[src/rtl/lock_clear.sv]
// lock_clear: writes a locked tetromino into the board RAM, then scans the
// board bottom-up, removes every full row by shifting the rows above it down
// one row at a time, and zero-fills row 0 after each removal.
// Optional build macro: LOCK_CLEAR_SCORE_EN adds a saturating 16-bit score
// that accumulates 0/40/100/300/1200 points per operation.

// Piece shape table: four cells per piece, 2-bit offsets packed cell-major.
// rot[0] transposes the shape, rot[1] mirrors the column offsets.
module lut (
    input  logic [3:0] block,
    input  logic [1:0] rot,
    output logic [7:0] coord_x,
    output logic [7:0] coord_y,
    output logic [5:0] colour
);
    logic [7:0] base_x;
    logic [7:0] base_y;
    logic [7:0] sw_x;
    logic [7:0] sw_y;

    // Base shapes (rotation 0); ids 7..15 are unused and render as nothing.
    always_comb begin
        base_x = 8'h00;
        base_y = 8'h00;
        colour = 6'd0;
        unique case (block)
            4'd0: begin base_x = 8'b00_00_00_00; base_y = 8'b11_10_01_00; colour = 6'd1; end // I (vertical)
            4'd1: begin base_x = 8'b01_00_01_00; base_y = 8'b01_01_00_00; colour = 6'd2; end // O
            4'd2: begin base_x = 8'b01_10_01_00; base_y = 8'b01_00_00_00; colour = 6'd3; end // T
            4'd3: begin base_x = 8'b01_00_10_01; base_y = 8'b01_01_00_00; colour = 6'd4; end // S
            4'd4: begin base_x = 8'b10_01_01_00; base_y = 8'b01_01_00_00; colour = 6'd5; end // Z
            4'd5: begin base_x = 8'b01_00_01_01; base_y = 8'b10_10_01_00; colour = 6'd6; end // J
            4'd6: begin base_x = 8'b01_00_00_00; base_y = 8'b10_10_01_00; colour = 6'd7; end // L
            default: begin base_x = 8'h00; base_y = 8'h00; colour = 6'd0; end
        endcase
    end

    // Orientation: transpose, then optional column mirror (3 - cx == ~cx).
    always_comb begin
        sw_x    = rot[0] ? base_y : base_x;
        sw_y    = rot[0] ? base_x : base_y;
        coord_x = rot[1] ? ~sw_x : sw_x;
        coord_y = sw_y;
    end
endmodule

module lock_clear (
    input  logic        clk,
    input  logic        reset,
    input  logic        start,
    input  logic [4:0]  X_anchor,
    input  logic [5:0]  Y_anchor,
    input  logic [3:0]  block,
    input  logic [5:0]  ram_Q,
    output logic [7:0]  ram_addr,
    output logic [5:0]  ram_D,
    output logic        ram_wren,
    output logic        busy,
    output logic        done,
    output logic [2:0]  lines_cleared,
    output logic [15:0] score
);
    typedef enum logic [2:0] {S_IDLE, S_WRITE, S_SCAN, S_SHIFT, S_DONE} state_t;

    state_t      state_q, state_d;
    logic [4:0]  x_q, x_d;
    logic [5:0]  y_q, y_d;
    logic [3:0]  blk_q, blk_d;
    logic [1:0]  cell_q, cell_d;     // piece cell being written
    logic [4:0]  row_q, row_d;       // row under scan
    logic [4:0]  dst_q, dst_d;       // destination row during shift
    logic [3:0]  col_q, col_d;       // column / scan step (0..10)
    logic        rd_done_q, rd_done_d; // shift: read issued, next cycle writes
    logic        zero_q, zero_d;     // shift: zero-filling row 0
    logic        full_q, full_d;     // all samples so far in this row nonzero
    logic [2:0]  lines_q, lines_d;

    logic [7:0]  coord_x;
    logic [7:0]  coord_y;
    logic [5:0]  colour;
    logic [1:0]  cx;
    logic [1:0]  cy;
    logic [6:0]  cell_row;
    logic [5:0]  cell_col;
    logic        cell_ok;
    logic [7:0]  cell_addr;

    lut u_lut (
        .block   (blk_q),
        .rot     (2'b00),
        .coord_x (coord_x),
        .coord_y (coord_y),
        .colour  (colour)
    );

    function automatic logic [7:0] rc_addr(input logic [4:0] r, input logic [3:0] c);
        rc_addr = ({3'b000, r} * 8'd10) + {4'b0000, c};
    endfunction

    // Board coordinates of the current piece cell; out-of-board cells are not written.
    always_comb begin
        cx        = coord_x[{cell_q, 1'b0} +: 2];
        cy        = coord_y[{cell_q, 1'b0} +: 2];
        cell_row  = {1'b0, y_q} + {5'b00000, cy};
        cell_col  = {1'b0, x_q} + {4'b0000, cx};
        cell_ok   = (cell_row <= 7'd23) && (cell_col <= 6'd9);
        cell_addr = ({3'b000, cell_row[4:0]} * 8'd10) + {2'b00, cell_col};
    end

    // Next-state and RAM-port logic for the lock/scan/shift sequence.
    always_comb begin
        state_d   = state_q;
        x_d       = x_q;
        y_d       = y_q;
        blk_d     = blk_q;
        cell_d    = cell_q;
        row_d     = row_q;
        dst_d     = dst_q;
        col_d     = col_q;
        rd_done_d = rd_done_q;
        zero_d    = zero_q;
        full_d    = full_q;
        lines_d   = lines_q;
        ram_addr  = 8'd0;
        ram_D     = 6'd0;
        ram_wren  = 1'b0;
        busy      = (state_q != S_IDLE);
        done      = 1'b0;

        unique case (state_q)
            S_IDLE: begin
                if (start) begin
                    x_d     = X_anchor;
                    y_d     = Y_anchor;
                    blk_d   = block;
                    lines_d = 3'd0;
                    cell_d  = 2'd0;
                    state_d = S_WRITE;
                end
            end
            S_WRITE: begin
                ram_addr = cell_addr;
                ram_D    = colour;
                ram_wren = cell_ok;
                cell_d   = cell_q + 2'd1;
                if (cell_q == 2'd3) begin
                    state_d = S_SCAN;
                    row_d   = 5'd23;
                    col_d   = 4'd0;
                end
            end
            S_SCAN: begin
                // Step k presents column k; ram_Q in step k holds column k-1.
                ram_addr = rc_addr(row_q, (col_q > 4'd9) ? 4'd9 : col_q);
                full_d   = (col_q == 4'd0) ? 1'b1 : (full_q && (ram_Q != 6'd0));
                col_d    = col_q + 4'd1;
                if (col_q == 4'd10) begin
                    col_d = 4'd0;
                    if (full_q && (ram_Q != 6'd0)) begin
                        state_d   = S_SHIFT;
                        dst_d     = row_q;
                        rd_done_d = 1'b0;
                        zero_d    = (row_q == 5'd0);
                    end else if (row_q != 5'd0) begin
                        row_d = row_q - 5'd1;
                    end else begin
                        state_d = S_DONE;
                    end
                end
            end
            S_SHIFT: begin
                if (zero_q) begin
                    ram_addr = rc_addr(5'd0, col_q);
                    ram_wren = 1'b1;
                    col_d    = col_q + 4'd1;
                    if (col_q == 4'd9) begin
                        col_d   = 4'd0;
                        zero_d  = 1'b0;
                        lines_d = lines_q + 3'd1;
                        state_d = S_SCAN;
                    end
                end else if (!rd_done_q) begin
                    ram_addr  = rc_addr(dst_q - 5'd1, col_q);
                    rd_done_d = 1'b1;
                end else begin
                    ram_addr  = rc_addr(dst_q, col_q);
                    ram_D     = ram_Q;
                    ram_wren  = 1'b1;
                    rd_done_d = 1'b0;
                    col_d     = col_q + 4'd1;
                    if (col_q == 4'd9) begin
                        col_d = 4'd0;
                        dst_d = dst_q - 5'd1;
                        if (dst_q == 5'd1) begin
                            zero_d = 1'b1;
                        end
                    end
                end
            end
            S_DONE: begin
                done    = 1'b1;
                state_d = S_IDLE;
            end
            default: begin
                state_d = S_IDLE;
            end
        endcase
    end

    // Control and datapath registers.
    always_ff @(posedge clk or posedge reset) begin
        if (reset) begin
            state_q   <= S_IDLE;
            x_q       <= 5'd0;
            y_q       <= 6'd0;
            blk_q     <= 4'd0;
            cell_q    <= 2'd0;
            row_q     <= 5'd0;
            dst_q     <= 5'd0;
            col_q     <= 4'd0;
            rd_done_q <= 1'b0;
            zero_q    <= 1'b0;
            full_q    <= 1'b0;
            lines_q   <= 3'd0;
        end else begin
            state_q   <= state_d;
            x_q       <= x_d;
            y_q       <= y_d;
            blk_q     <= blk_d;
            cell_q    <= cell_d;
            row_q     <= row_d;
            dst_q     <= dst_d;
            col_q     <= col_d;
            rd_done_q <= rd_done_d;
            zero_q    <= zero_d;
            full_q    <= full_d;
            lines_q   <= lines_d;
        end
    end

    assign lines_cleared = lines_q;

`ifdef LOCK_CLEAR_SCORE_EN
    logic [15:0] score_q, score_d;
    logic [10:0] points;
    logic [16:0] score_sum;

    // Score update on the DONE cycle, saturating at all-ones.
    always_comb begin
        unique case (lines_q)
            3'd1:    points = 11'd40;
            3'd2:    points = 11'd100;
            3'd3:    points = 11'd300;
            3'd4:    points = 11'd1200;
            default: points = 11'd0;
        endcase
        score_sum = {1'b0, score_q} + {6'b000000, points};
        score_d   = score_q;
        if (state_q == S_DONE) begin
            score_d = score_sum[16] ? 16'hFFFF : score_sum[15:0];
        end
    end

    // Score register.
    always_ff @(posedge clk or posedge reset) begin
        if (reset) begin
            score_q <= 16'd0;
        end else begin
            score_q <= score_d;
        end
    end

    assign score = score_q;
`else
    assign score = 16'h0000;
`endif
endmodule

[config.mk]
export PLATFORM = sky130hd
export DESIGN_NAME = lock_clear
export DESIGN_NICKNAME = d
export VERILOG_FILES = /design/src/rtl/lock_clear.sv
export SDC_FILE = /design/constraint.sdc
export NUM_CORES = 1
export LEC_CHECK = 0
export CAP_MARGIN = 20
export CELL_PAD_IN_SITES_DETAIL_PLACEMENT = 0
export CELL_PAD_IN_SITES_GLOBAL_PLACEMENT = 2
export CORE_ASPECT_RATIO = 0.7
export CORE_MARGIN = 2
export CORE_UTILIZATION = 28
export CTS_BUF_LIST = sky130_fd_sc_hd__clkbuf_4 sky130_fd_sc_hd__clkbuf_8
export DETAILED_ROUTE_END_ITERATION = 7
export HOLD_SLACK_MARGIN = 0.05
export PLACE_DENSITY_LB_ADDON = 0.1
export SKIP_LAST_GASP = 1
export SYNTH_ARGS = -nofsm -noshare
export SYNTH_HDL_FRONTEND = slang
export SYNTH_SLANG_ARGS = --single-unit
[constraint.sdc]
create_clock -name clk -period 4.3 [get_ports clk]
set_input_delay 0.645 -clock clk [delete_from_list [all_inputs] [get_ports clk]]
set_output_delay 0.645 -clock clk [all_outputs]
set_load 0.05 [all_outputs]
; Word-level counts from Yosys, hierarchy flattened
; Index checks and enable logic that the tools add are counted.
[word_totals]
ff_bits = 40
out_inout_bits = 36
inputBits = 24
elab_cells = 142
[op_classes]
n_lt_le_gt_ge = 3
n_reduce_logical = 25
n_addsub = 11
n_mul = 4
shift = 2
muxes = 59
n_eq_ne = 26
[ops]
columns = operator, count
row1 = $pmux 8 s6, 1
row2 = $mux 5, 9
row3 = $pmux 8 s4, 1
row4 = $mux 3, 10
row5 = $mul 5x3->7 const B, 4
row6 = $add 8x4->8, 3
row7 = $mux 4, 6
row8 = $pmux 8 s3, 1
row9 = $pmux 3 s7, 1
row10 = $ne 2x2->1 const B, 10
row11 = $pmux 5 s2, 2
row12 = $mux 8, 2
row13 = $shiftx 8x4->2, 2
row14 = $mux 1, 15
row15 = $eq 4x3->1 const B, 3
row16 = $mux 6, 2
row17 = $pmux 3 s4, 1
row18 = $pmux 4 s3, 1
row19 = $pmux 6 s2, 1
row20 = $reduce_and 6->1, 2
row21 = $sub 5x1->5 const B, 2
row22 = $add 8x6->8, 1
row23 = $eq 4x2->1 const B, 2
row24 = $eq 4x4->1 const B, 2
row25 = other kinds (33), 46

; Logic depth before layout (Yosys ltp)
[logic_depth]
depth_word = 8
depth_mapped = 20
mapped_depth_nobuf = 19

; By module
; From an unflattened synthesis, not the netlist that was laid out.
[unflattened]
cells_unflattened = 511
area_unflattened_um2 = 4356.7
[modules_own_cells]
columns = module, area_each_um2, cells_each, seq_area_each_um2, instances
row1 = lock_clear, 3942.5, 445, 1001.0, 1
row2 = lut, 414.1, 66, 0.0, 1

; Least setup slack after synthesis
; OpenSTA, ideal clock, no wires.
[synth_path]
kind = register -> output
from = register blk_q[2]
to = output ram_addr[6]
n_path_buf = 1
t_arrival_ns = 4.577
t_required_ns = 3.655
path_slack_ns = -0.922
stages_incl_launch_ff = 18
path_cell_list = dfrtp_1 > clkbuf_1 > nor2b_1 > nor3_1 > a21oi_1 > nor3b_1 > ha_1 > a21o_1 > nand2_1 > xnor2_1 > ha_1 > ha_1 > fa_1 > ha_1 > a21oi_1 > o21ai_0 > xnor2_1 > o21ai_0
[synth_via]
elab_chain_len = 8
elab_cells_between_ends = 18
classes_between = add/sub: 3 / mul: 1 / eq/ne: 6 / shift: 2 / mux: 3 / reduce/logical: 3
[synth_lines]
columns = item, line_no
row1 = from (decl), 68  ; logic [3:0] blk_q, blk_d;
row2 = from (signal assigned), 229  ; blk_q <= blk_d;
row3 = $eq 4x1->1 (tied with other cells), 26  ; unique case (block)
row4 = $reduce_or 3->1 (no line) or $reduce_or 2->1 (tied branches), n/a
row5 = $pmux 8 s4, 26
row6 = $shiftx 8x4->2, 103  ; cy = coord_y[{cell_q, 1'b0} +: 2];
row7 = $add 6x2->7, 104  ; cell_row = {1'b0, y_q} + {5'b00000, cy};
row8 = $mul 5x3->7, 107  ; cell_addr = ({3'b000, cell_row[4:0]} * 8'd10) + {2'b00, cell_col};
row9 = $add 8x6->8 *, 107
row10 = $pmux 8 s3 *, 130  ; unique case (state_q)
row11 = to (decl), 55  ; output logic [7:0] ram_addr,
; Mark *: on every way between the ends. The rest lies on a longest branch, timed or not.

; Worst setup path in the final report
[layout_path]
from = register blk_q[2]
to = output ram_addr[7]
; The elaborated chain is that of the path after synthesis.

==> metrics.md <==
| Metric | Value |
|---|---|
| Outcome | `finished, violations left` |
| Failing checks | `negative setup slack` |
| Max Cap Viol | `0` |
| H-tree Lvls | `2` |
| Dpl ws | `-0.315 ns` |
| Die area | `roughly 15000 µm²` |
| Diodes inserted | `0` |
| #FFs+latches synth | `40` |
| TritonCTS clock tree | `yes` |
| Pwr Density | `876 nW/µm²` |
| ANT nets after route | `0` |
| Final GP Congestion | `~0.77` |
| Power share of the sequential group | `0.146` |
| Pre-antenna DRT Iters | `4` |
| Critical Path AT | `4.23 ns` |
| Total Power | `4.72 mW` |
| Sequential fraction of the synthesis area | `0.247` |
| CP Launch Type | `flop` |
| Die height | `approximately 100 µm` |
| Iter 0 DRT Violations | `~200` |
| Total global-route track usage | `0.157` |
| Leak | `around 2.5 nW` |
| Number of vias per cell | `between 4 and 5` |
| Final Cycle Share | `1.13` |
| Largest net degree at the start of global routing | `41` |
| RSZ-0062 raised after global routing | `true` |
| Cell area after synthesis | `4060 µm²` |
| Crit path kind | `reg -> out` |
| Top-count cell post-synth | `nand2_1` |
| Pint | `~2.3 mW` |
| Switch Pwr | `approximately 2.4 mW` |
| Final Hold Viols | `0` |
| I/O Buffers | `between 40 and 50` |
| Tightest Pin Transition | `about 1.1 ns` |
| Clock Latency Late Sink | `just over 0.3 ns` |
| Io pins | `60` |
| Required @ worst endpoint | `between 3 and 4 ns` |
| Syn Inst Count | `roughly 500` |
| Sw Ratio | `0.510` |
| Row Count | `36` |
| Combinational Power Share | `0.793` |
| Clock skew | `a little under 0.009 ns` |
| Global-route wire length before repair | `around 19 mm` |
| Synth cell count leaders | `nand2_1 (74), ha_1 (45), dfrtp_1 (40)` |
| Number of enable flip-flop cells after synthesis | `0` |
| Clock period minus worst slack | `about 4.9 ns` |
| DP Wirelength | `between 9 and 10 mm` |
| Worst hold slack | `between 0.5 and 0.6 ns` |
| Slew Viols, Final | `0` |
| P&R area growth vs syn | `32.9%` |
| Gr ovfl total | `0` |
| Primary FF master, synth | `dfrtp_1` |
| Core area | `~14000 µm²` |
| Filler cell count | `approximately 1500` |
| Max VDD drop | `around 0.00030 V` |
| CTS Buf Count | `5` |
| Synth cell types | `57` |
| WL/cell | `between 15 and 20 µm` |
| Root Buffer | `clkbuf_8` |
| Synth top area cells | `dfrtp_1 (25%), ha_1 (14%), nand2_1 (6.8%)` |
| Final setup vio count | `5` |
| Post-layout util | `0.383` |
| CP max stage cell | `fa_1` |
| Remaining routing DRC violations | `0` |
| Clock power frac | `0.061` |
| Initial antenna violation count | `0` |
| Synth warnings | `0` |
| Starting Density | `0.289` |
| Mean area per synthesized cell | `slightly above 8 µm²` |
| Die W | `~150 µm` |
| Final setup margin | `-0.578 ns` |
| Crit-path most repeated cell | `nor2_1` |
| Worst-path clk slew | `~0.090 ns` |
| Worst Hold Class | `reg -> reg` |
| Number of global-route vias before repair | `between 3000 and 4000` |
| CP Capture Type | `output pin` |
| Final wirelength | `11.8 mm` |
| Clock buffer depth | `2` |
| Share of cells above drive strength 1 | `0.220` |
| Largest fanout on the critical path | `7` |
| Area leader, netlist | `dfrtp_1` |
| Asr flop ratio synth | `1.00` |
| Yosys top cell area share | `0.247` |
| Crit path largest cell delay | `0.51 ns` |
| NumNets Final | `about 650` |
| Highest clock rate | `~200 MHz` |
| Relative slew slack | `0.246` |
| Clk sinks | `40` |
| Crit-path cells | `buf_4 -> a21o_1 -> a22oi_1 -> nor2_1 -> ha_2 -> fa_2 -> xor2_2 -> ha_1 -> fa_1 -> ha_4 -> o21ai_2 -> nor2_1 -> o21ai_1 -> xnor2_1 -> a22oi_2 -> o31ai_4 -> buf_12` |
| Via count | `3621` |
final cells by class:
cell class | count | area, µm² | share of cell area
clock buffers | 7 | 90.1 | 0.0167
clock inverters | 1 | 7.51 | 0.00139
inverters | 27 | 104 | 0.0193
multi-input cells | 403 | 3060 | 0.568
flip-flops and latches | 40 | 1000 | 0.186
well taps | 190 | 238 | 0.0441
repair buffers | 96 | 882 | 0.164
critical path, delay by kind of cell (launching register included):
| kind | cells | cell delay, ns |
|---|---|---|
| xor+xnor | 2 | 0.33 |
| buf+inv | 2 | 0.34 |
| simple gates | 2 | 0.20 |
| compound gates | 6 | 0.76 |
| fa+ha+maj | 5 | 1.81 |
| flops | 1 | 0.48 |
sequential cells by signal, summed over array words and instances, names as in the netlist, 2 cells and up:
signal / cells
y_q: 6
dst_q: 5
row_q: 5
x_q: 5
blk_q: 4
col_q: 4
lines_cleared: 3
state_q: 3
cell_q: 2
layout by cell type, fill, tap and decap left out, types with 7 or more instances in the layout:
master           count
nand2_1             72
buf_4               53
dfrtp_1             37
ha_1                36
clkdlybuf4s50_1     35
nor2_1              32
a21oi_1             30
inv_1               25
o21ai_0             20
xor2_1              18
conb_1              16
xnor2_1             15
a21o_1              14
nand3_1             13
nor3_1              10
mux2i_1              7
power groups by stage:
stage | Combinational (mW) | Clock [mW] | Sequential (mW)
2_1_floorplan | 2.39 | 0 | 0.611
3_3_place_gp | 3.47 | 0 | 0.680
3_5_place_dp | 3.48 | 0 | 0.680
4_1_cts | 3.75 | 0.304 | 0.681
5_1_grt | 4.12 | 0.323 | 0.712
6_report | 3.74 | 0.289 | 0.687
path summary, 6_finish.rpt:
path	depth (start not counted)	startpoint	slack, ns	endpoint
hold / removal	2	x_q[0]	0.51	x_q[0]
setup / recovery	17	blk_q[2]	-0.58	ram_addr[7]
setup reg to reg	6	state_q[1]	1.62	dst_q[0]
hold reg to reg	2	x_q[0]	0.51	x_q[0]
max in group asynchronous	3	reset	3.12	blk_q[1]
min in group asynchronous	3	reset	0.78	lines_cleared[2]
routing by layer:
metal,track usage,vias up,wire [µm],share of wire
met4,0.0306,0,74,0.0063
met2,0.220,55,4730,0.40
met3,0.0266,5,374,0.032
met5,0,-,0,0
met1,0.249,1724,6580,0.56
li1,-,1837,-,-
per-stage QoR:
stage                     area (µm²)  TNS [ns]  cells
after floorplan                 4220    -0.141    509
after global placement          4990    -0.675    742
after detailed placement        4990    -0.625    742
after CTS                       5330     -1.37    759
after global routing            5390     -2.43    764
final                           5390     -1.38    764
timing repair:
| action | 4_1_cts | 5_1_grt |
|---|---|---|
| resized for setup | 44 | 4 |
| buffers inserted | 9 | 5 |
| pin swaps | 37 | 21 |
| endpoints found under the setup margin | 6 | 6 |
| hold buffers | 0 | 0 |
cell families after synthesis:
group,after synthesis,synth area share
flip-flops,40,0.247
AND/OR/NAND/NOR,175,0.210
XOR/XNOR,39,0.0842
buffers and inverters,66,0.0790
AO/OA/AOI/OAI,110,0.173
multiplexers,9,0.0228
adder cells (fa/ha/maj),54,0.183
other,1,0.000924
Power figures use the tool's default switching activity.
